**src/rtl/nubus_slave.sv**
```systemverilog
// rtl/nubus_slave.sv - NuBus single-beat slave front-end for the on-card memory block
`timescale 1ns/1ps
module nubus_slave #(
    parameter int         TIMEOUT     = 15,
    parameter logic [1:0] WAIT_CLOCKS = 2'd0
) (
    input  logic        nub_clk,
    input  logic        nub_reset,
    input  logic [3:0]  nub_id_n,
    input  logic        nub_start_n,
    input  logic [31:0] nub_ad_n_i,
    output logic [31:0] nub_ad_n_o,
    output logic        nub_ad_oe,
    input  logic [1:0]  nub_tm_n_i,
    output logic [1:0]  nub_tm_n_o,
    output logic        nub_tm_oe,
    output logic        nub_ack_n_o,
    output logic        nub_ack_oe,
    output logic        mem_valid,
    output logic [3:0]  mem_write,
    output logic [31:0] mem_addr,
    output logic [31:0] mem_wdata,
    output logic        mem_myslot,
    output logic        mem_myexp,
    output logic [1:0]  mem_wait_clocks,
    input  logic [31:0] mem_rdata,
    input  logic        mem_ready
);
    typedef enum logic [1:0] {S_IDLE, S_WDATA, S_MEM, S_ACK} state_t;

    state_t      r_state, w_next;
    logic        w_err;
    logic [3:0]  w_id;
    logic [31:0] w_a;
    logic        w_myslot, w_myexp, w_capture;
    logic        r_pend, r_p_wr, r_p_slot, r_p_exp;
    logic [31:0] r_p_addr;
    logic [3:0]  r_p_strb;
    logic [7:0]  r_cnt;
    logic        r_mem_valid, r_myslot, r_myexp;
    logic [3:0]  r_mem_write;
    logic [31:0] r_mem_addr, r_mem_wdata, r_ad_n;
    logic        r_ad_oe, r_tm_oe, r_ack_n, r_ack_oe;
    logic [1:0]  r_tm_n;

    assign w_id     = ~nub_id_n;
    assign w_a      = ~nub_ad_n_i;
    assign w_myslot = (w_a[31:28] == 4'hF) && (w_a[27:24] == w_id);
    assign w_myexp  = (w_a[31:28] == w_id) && (w_id != 4'hF) && (w_id != 4'h0);
    // Starts are only registered while idle with nothing pending, so a start
    // seen on the ACK->IDLE edge is dropped.
    assign w_capture = (r_state == S_IDLE) && !r_pend;

    always_ff @(posedge nub_clk or posedge nub_reset) begin
        if (nub_reset) begin
            r_pend   <= 1'b0;
            r_p_wr   <= 1'b0;
            r_p_slot <= 1'b0;
            r_p_exp  <= 1'b0;
            r_p_addr <= 32'h0;
            r_p_strb <= 4'h0;
        end else if (w_capture) begin
            r_pend   <= !nub_start_n && (w_myslot || w_myexp);
            r_p_wr   <= !nub_tm_n_i[1];
            r_p_slot <= w_myslot;
            r_p_exp  <= w_myexp;
            r_p_addr <= {w_a[31:2], 2'b00};
            r_p_strb <= nub_tm_n_i[0] ? 4'b1111 : (4'b0001 << w_a[1:0]);
        end else begin
            r_pend   <= 1'b0;
        end
    end

    always_ff @(posedge nub_clk or posedge nub_reset) begin
        if (nub_reset) r_state <= S_IDLE;
        else           r_state <= w_next;
    end

    always_comb begin
        w_next = r_state;
        w_err  = 1'b0;
        case (r_state)
            S_IDLE:  if (r_pend) w_next = r_p_wr ? S_WDATA : S_MEM;
            S_WDATA: w_next = S_MEM;
            S_MEM: begin
                if (mem_ready) begin
                    w_next = S_ACK;
                end else if (r_cnt >= 8'(TIMEOUT - 1)) begin
                    w_next = S_ACK;
                    w_err  = 1'b1;
                end
            end
            default: w_next = S_IDLE;
        endcase
    end

    always_ff @(posedge nub_clk or posedge nub_reset) begin
        if (nub_reset) begin
            r_cnt       <= 8'h0;
            r_mem_valid <= 1'b0;
            r_mem_write <= 4'h0;
            r_mem_addr  <= 32'h0;
            r_mem_wdata <= 32'h0;
            r_myslot    <= 1'b0;
            r_myexp     <= 1'b0;
            r_ack_n     <= 1'b1;
            r_ack_oe    <= 1'b0;
            r_tm_oe     <= 1'b0;
            r_tm_n      <= 2'b11;
            r_ad_oe     <= 1'b0;
            r_ad_n      <= 32'hFFFF_FFFF;
        end else begin
            if (r_state != S_MEM)    r_cnt <= 8'h0;
            else if (r_cnt != 8'hFF) r_cnt <= r_cnt + 8'h1;

            if (r_state == S_IDLE && r_pend) begin
                r_mem_addr  <= r_p_addr;
                r_mem_write <= r_p_wr ? r_p_strb : 4'h0;
                r_myslot    <= r_p_slot;
                r_myexp     <= r_p_exp;
            end
            if (r_state == S_WDATA) r_mem_wdata <= w_a;

            r_mem_valid <= (w_next == S_MEM);

            if (w_next == S_ACK) begin
                r_ack_n  <= 1'b0;
                r_ack_oe <= 1'b1;
                r_tm_oe  <= 1'b1;
                r_tm_n   <= w_err ? 2'b01 : 2'b00;
                r_ad_oe  <= (r_mem_write == 4'h0);
                // Error reads return all-ones data, i.e. all-zero on the active-low bus.
                if (r_mem_write != 4'h0) r_ad_n <= 32'hFFFF_FFFF;
                else if (w_err)          r_ad_n <= 32'h0;
                else                     r_ad_n <= ~mem_rdata;
            end else begin
                r_ack_n  <= 1'b1;
                r_ack_oe <= 1'b0;
                r_tm_oe  <= 1'b0;
                r_tm_n   <= 2'b11;
                r_ad_oe  <= 1'b0;
                r_ad_n   <= 32'hFFFF_FFFF;
            end
        end
    end

    assign mem_valid       = r_mem_valid;
    assign mem_write       = r_mem_write;
    assign mem_addr        = r_mem_addr;
    assign mem_wdata       = r_mem_wdata;
    assign mem_myslot      = r_myslot;
    assign mem_myexp       = r_myexp;
    assign mem_wait_clocks = WAIT_CLOCKS;
    assign nub_ack_n_o     = r_ack_n;
    assign nub_ack_oe      = r_ack_oe;
    assign nub_tm_oe       = r_tm_oe;
    assign nub_tm_n_o      = r_tm_n;
    assign nub_ad_oe       = r_ad_oe;
    assign nub_ad_n_o      = r_ad_n;
endmodule

```
**config.mk**
```make
export PLATFORM = sky130hd
export DESIGN_NAME = nubus_slave
export DESIGN_NICKNAME = d
export VERILOG_FILES = /design/src/rtl/nubus_slave.sv
export SDC_FILE = /design/constraint.sdc
export NUM_CORES = 1
export LEC_CHECK = 0
export BUFFER_PORTS_ARGS = -buffer_cell sky130_fd_sc_hd__buf_4
export CELL_PAD_IN_SITES_DETAIL_PLACEMENT = 1
export CELL_PAD_IN_SITES_GLOBAL_PLACEMENT = 1
export CORE_ASPECT_RATIO = 1.1
export CORE_UTILIZATION = 40
export CTS_CLUSTER_DIAMETER = 80
export DETAILED_ROUTE_END_ITERATION = 16
export HOLD_SLACK_MARGIN = 0.08
export PLACE_DENSITY_LB_ADDON = 0.25
export RECOVER_POWER = 50
export SYNTH_ARGS = -nofsm -noshare
export SYNTH_HDL_FRONTEND = slang
export SYNTH_SLANG_ARGS = --single-unit
```
**constraint.sdc**
```tcl
create_clock -name nub_clk -period 7 [get_ports nub_clk]
set_clock_uncertainty 0.05 [all_clocks]
set_input_delay 1.4 -clock nub_clk [delete_from_list [all_inputs] [get_ports nub_clk]]
set_output_delay 1.4 -clock nub_clk [all_outputs]
set_load 0.01 [all_outputs]
```
# [Word-level counts from Yosys, hierarchy flattened]
# Cells that the tools add are included.
# W data, S select, Z words.
[op_classes] n_addsub=1 mul=0 n_div=0 order_cmp=1 n_eq_ne=10 shifts=1 muxes=21 n_bitwise=3 reduce_logical=15
[ops] op="$mux W32" n=3
[ops] op="$not A32 Y32" n=2
[ops] op="$mux W8" n=2
[ops] op="$mux W2" n=5
[ops] op="$add A8 B1 Y8 const B" n=1
[ops] op="$eq A4 B4 Y1" n=2
[ops] op="$ge A8 B4 Y1 const B" n=1
[ops] op="$mux W1" n=8
[ops] op="$mux W4" n=2
[ops] op="$ne A8 B8 Y1 const B" n=1
[ops] op="$reduce_bool A4 Y1" n=2
[ops] op="$eq A2 B2 Y1 const B" n=3
[ops] op="$logic_and A1 B1 Y1" n=6
[ops] op="$pmux W2 S3" n=1
[ops] op="$eq A4 B4 Y1 const B" n=1
[ops] op="$logic_not A4 Y1" n=1
[ops] op="$ne A4 B4 Y1 const B" n=1
[ops] op="$not A4 Y4" n=1
[ops] op="$shl A1 B2 Y4 const A" n=1
[ops] op="$logic_not A1 Y1" n=3
[ops] op="$eq A2 B1 Y1 const B" n=1
[ops] op="$logic_not A2 Y1" n=1
[ops] op="$ne A2 B2 Y1 const B" n=1
[ops] op="$reduce_bool A2 Y1" n=1
[ops] op="$logic_or A1 B1 Y1" n=1
[word_totals] regBits=154 latchBits=0 ramBits=0 rom_bits=0 out_inout_bits=111 wordCells=71 memories=0

# [Logic depth before layout (Yosys ltp)]
[depth] ltp_word=7 ltp_mapped=7

# [Least setup slack after synthesis]
# No wires, ideal clock.
[synth_timing] path_type="input to register" startpoint="input mem_ready" endpoint="register r_ad_n[10] (netlist: nub_ad_n_o[10])" setup_time_ns=0.100 arrival_ns=2.448 t_required_ns=6.850 setup_slack_ns=4.402 cell_stages=5 n_path_buf=1 cell_sequence="a311oi_1 -> and3_4 -> a2111oi_4 -> buf_6 -> o211ai_1"
[synth_via] elab_chain_len=5 word_cells_on_any_way=8 classes_between="eq/ne (1); mux (7)"
[synth_rtl] element="start: declaration" line="27" source="input logic mem_ready"
[synth_rtl] element="$mux W1" line="86" source="if (mem_ready) begin"
[synth_rtl] element="$mux W1" line="82" source="case (r_state)"
[synth_rtl] element="$mux W32" line="134" source="else if (w_err) r_ad_n <= 32'h0;"
[synth_rtl] element="$mux W32" line="133" source="if (r_mem_write != 4'h0) r_ad_n <= 32'hFFFF_FFFF;"
[synth_rtl] element="$mux W32 (*)" line="126" source="if (w_next == S_ACK) begin"
[synth_rtl] element="end signal: assignment" line="135" source="else r_ad_n <= ~mem_rdata;"
[synth_rtl] element="end: declaration" line="42" source="logic [31:0] r_mem_addr, r_mem_wdata, r_ad_n;"
# Mark *: on every way between the ends. The rest lies on a longest branch, timed or not.
# A chain may end at the register's enable or synchronous reset.

==> metrics <==
post-synthesis compound-gate area fraction 11.0%; Cell Area, Synth 6020 um2; total power draw 3.42 mW; register area share after synthesis 64.3%; final setup violating endpoints 0; Worst Setup SP nub_reset; buffer count from post-CTS setup fixing 0; Worst Hold End r_p_addr[29]$_DFFE_PP0P_; DRT Wirelength 14500 um; first-pass GRT wire length 23900 um; EDFF count, synth 0; ANT cells 0; Net Sw Power 1.12 mW; largest net degree at the start of global routing 80; combinational family with the most area after synthesis multiplexers; Crit. path cell count 3; final hold vios 0; clock share of power 25.7%; dpl hpwl 10000 um; initial drt markers 178; Top Ports 185; Reg power frac 41.9%; Hold Path Class reg2reg; Post-Synth XOR/XNOR Area 1.02%; # hold bufs at CTS 0; Sink Count 153; highest clock rate 246 MHz; PwrDens 426 nW/um2; Critical Path Max Stage Delay 1.86 ns; Logic pwr share 32.3%; CTS tree built; core area 14600 um2; DR WL/cell 16.7 um; Die Area 15500 um2; DRC 0; worst-path cell chain clkbuf_1, clkinvlp_2, buf_4; Crit-path slowest cell clkinvlp_2; vias in the first global route 4494; Reg2Reg Setup Slack 3.66 ns; leakage power total 3.82 nW; starting density of the core 41.3%; crit path buf inv count 3; Slew headroom -122%; grt ovf 0; PortBufs 180; async set or reset register ratio after synthesis 100%; Slew Limit Fails 205; count of different cell masters after synthesis 38; Worst path top cell family by delay buffers and inverters; Root Driver clkbuf_16; unrepaired setup endpoints after global routing no; post-synthesis adder-cell area fraction 1.25%; Post-synth top flop dfrtp_1; fin nets 743; vias 4261; crit start category input pin; worst-case reg-to-reg path depth 5; Reg-to-Reg End r_p_addr[9]$_DFFE_PP0P_; Yosys reg bits 153; vias per cell 4.91; Syn. warnings 0; H-tree depth 4; Net Sw Frac 32.7%; Worst Path Arrival 4.42 ns; Setup Crit Path Kind in2async; P_int 2.30 mW; Clk Latency, worst-skew pair 0.42 ns; Layout area overhead 33.4%; row count 46; CP Capture Type asynchronous set/reset pin; failing checks max-capacitance violations, max-slew violations; worst hold stages 1; gpl congestion 0.749; post-synthesis cell count 487; Tcrit/Tclk final 58.0%; Worst Tran Pin Value 3.32 ns; simple-gate share of the synthesized area 6.32%; cts repair resizes 0; crit path time final 4.06 ns; layout cells sized above 1 40.7%; Hold Crit Start r_p_addr[29]$_DFFE_PP0P_; worst reg2reg startpoint r_state[0]$_DFF_PP0_; Inserted Clock Buffers 17; Detail Route Antenna Nets 0; worst vdd ir 0.178 mV; Avg Cell Area, Syn 12.4 um2; mux cell area share after synthesis 11.0%; outcome complete, but fails checks; Die Wd 119 um; Reg clk slew, reported paths 0.06 ns; Crit Path Max Fanout 79; GRT Total Usage 20.2%; initial antenna violation count 0; Die Ht 131 um; WP data required 7.36 ns; sum of negative setup slack 0 ns; drt pass-1 iters 4; CTS Buffer Depth 2; reported max-cap violation count 5
-- layer usage --
metal / track usage [%] / vias up / share of wire, %
li1: - / 2001 / -
met4: 8.56 / 0 / 1.6
met5: 0 / - / 0
met3: 5.47 / 17 / 6.4
met2: 33.7 / 139 / 50
met1: 24.9 / 2104 / 42
-- cells by family (layout without fill, tap and decap cells) --
family	after synthesis	in the layout
mux	62	62
simple gates	87	87
xor+xnor	7	7
other cells	1	4
flops	153	153
fa+ha+maj	6	6
compound gates	102	102
buf+inv	69	255
-- how the worst max path moves through the flow --
| stage | end | slack (ns) |
|---|---|---|
| 2_1_floorplan | mem_addr[10]$_DFFE_PP0P_ | 1.48 |
| 3_3_place_gp | mem_addr[11]$_DFFE_PP0P_ | 3.97 |
| 3_5_place_dp | mem_addr[11]$_DFFE_PP0P_ | 3.89 |
| 4_1_cts | mem_addr[11]$_DFFE_PP0P_ | 4.35 |
| 5_1_grt | mem_addr[14]$_DFFE_PP0P_ | 2.30 |
| 6_report | mem_wdata[18]$_DFFE_PP0N_ | 2.94 |
-- state kept, by name, summed over array words and instances (netlist names) --
register / count
r_state: 2
mem_myslot: 1
mem_valid: 1
nub_ack_oe: 1
nub_tm_n_o: 1
r_p_exp: 1
mem_write: 4
nub_ad_n_o: 32
mem_myexp: 1
r_p_wr: 1
mem_wdata: 32
r_cnt: 8
r_p_addr: 30
mem_addr: 30
r_pend: 1
nub_ack_n_o: 1
nub_ad_oe: 1
r_p_strb: 4
r_p_slot: 1
-- power by group through the flow --
| stage | clock (mW) | combinational (mW) | sequential (mW) |
|---|---|---|---|
| 2_1_floorplan | 0 | 0.537 | 1.51 |
| 3_3_place_gp | 0 | 1.10 | 1.43 |
| 3_5_place_dp | 0 | 1.15 | 1.45 |
| 4_1_cts | 0.909 | 1.16 | 1.44 |
| 5_1_grt | 0.943 | 1.24 | 1.48 |
| 6_report | 0.881 | 1.11 | 1.44 |
-- final cells by class --
cell class	count	area (um2)
Sequential cell	153	3870
Inverter	38	144
Timing Repair Buffer	185	1370
Tap cell	192	240
Clock buffer	21	450
Clock inverter	11	124
Multi-Input combinational cell	268	1830
Fill cell	1558	6530
-- placed cells by master (no fill, tap or decap), types with 17 or more instances in the layout --
cell / synthesis / final
dfstp_2: 34 / 34
mux2_2: 33 / 32
buf_4: 6 / 176
clkbuf_16: 0 / 17
mux2i_1: 29 / 29
dfrtp_1: 119 / 119
inv_1: 38 / 37
o211ai_1: 29 / 32
o21ai_0: 43 / 44
nand2_1: 54 / 54
-- through the flow --
step / setup slack [ns] / cell area (um2) / util (%) / cells / hold slack (ns)
2_1_floorplan: 1.48 / 6030 / - / 490 / 0.393
3_3_place_gp: 3.97 / 7520 / 51.6 / 835 / 0.408
3_5_place_dp: 3.89 / 7520 / 51.6 / 835 / 0.417
4_1_cts: 4.35 / 8090 / 55.6 / 867 / 0.431
5_1_grt: 2.30 / 8030 / 55.1 / 868 / 0.455
6_report: 2.94 / 8030 / 55.1 / 868 / 0.423
-- Yosys cell counts, types with 6 or more instances --
cell	count	area, um2
a21oi_1	15	75.1
buf_4	6	45.0
clkbuf_1	17	63.8
dfrtp_1	119	2980
dfstp_2	34	893
ha_1	6	75.1
inv_1	38	143
mux2_2	33	372
mux2i_1	29	290
nand2_1	54	203
nor2_1	10	37.5
o211ai_1	29	218
o21ai_0	43	215
xor2_1	7	61.3
Power figures use the tool's default switching activity.
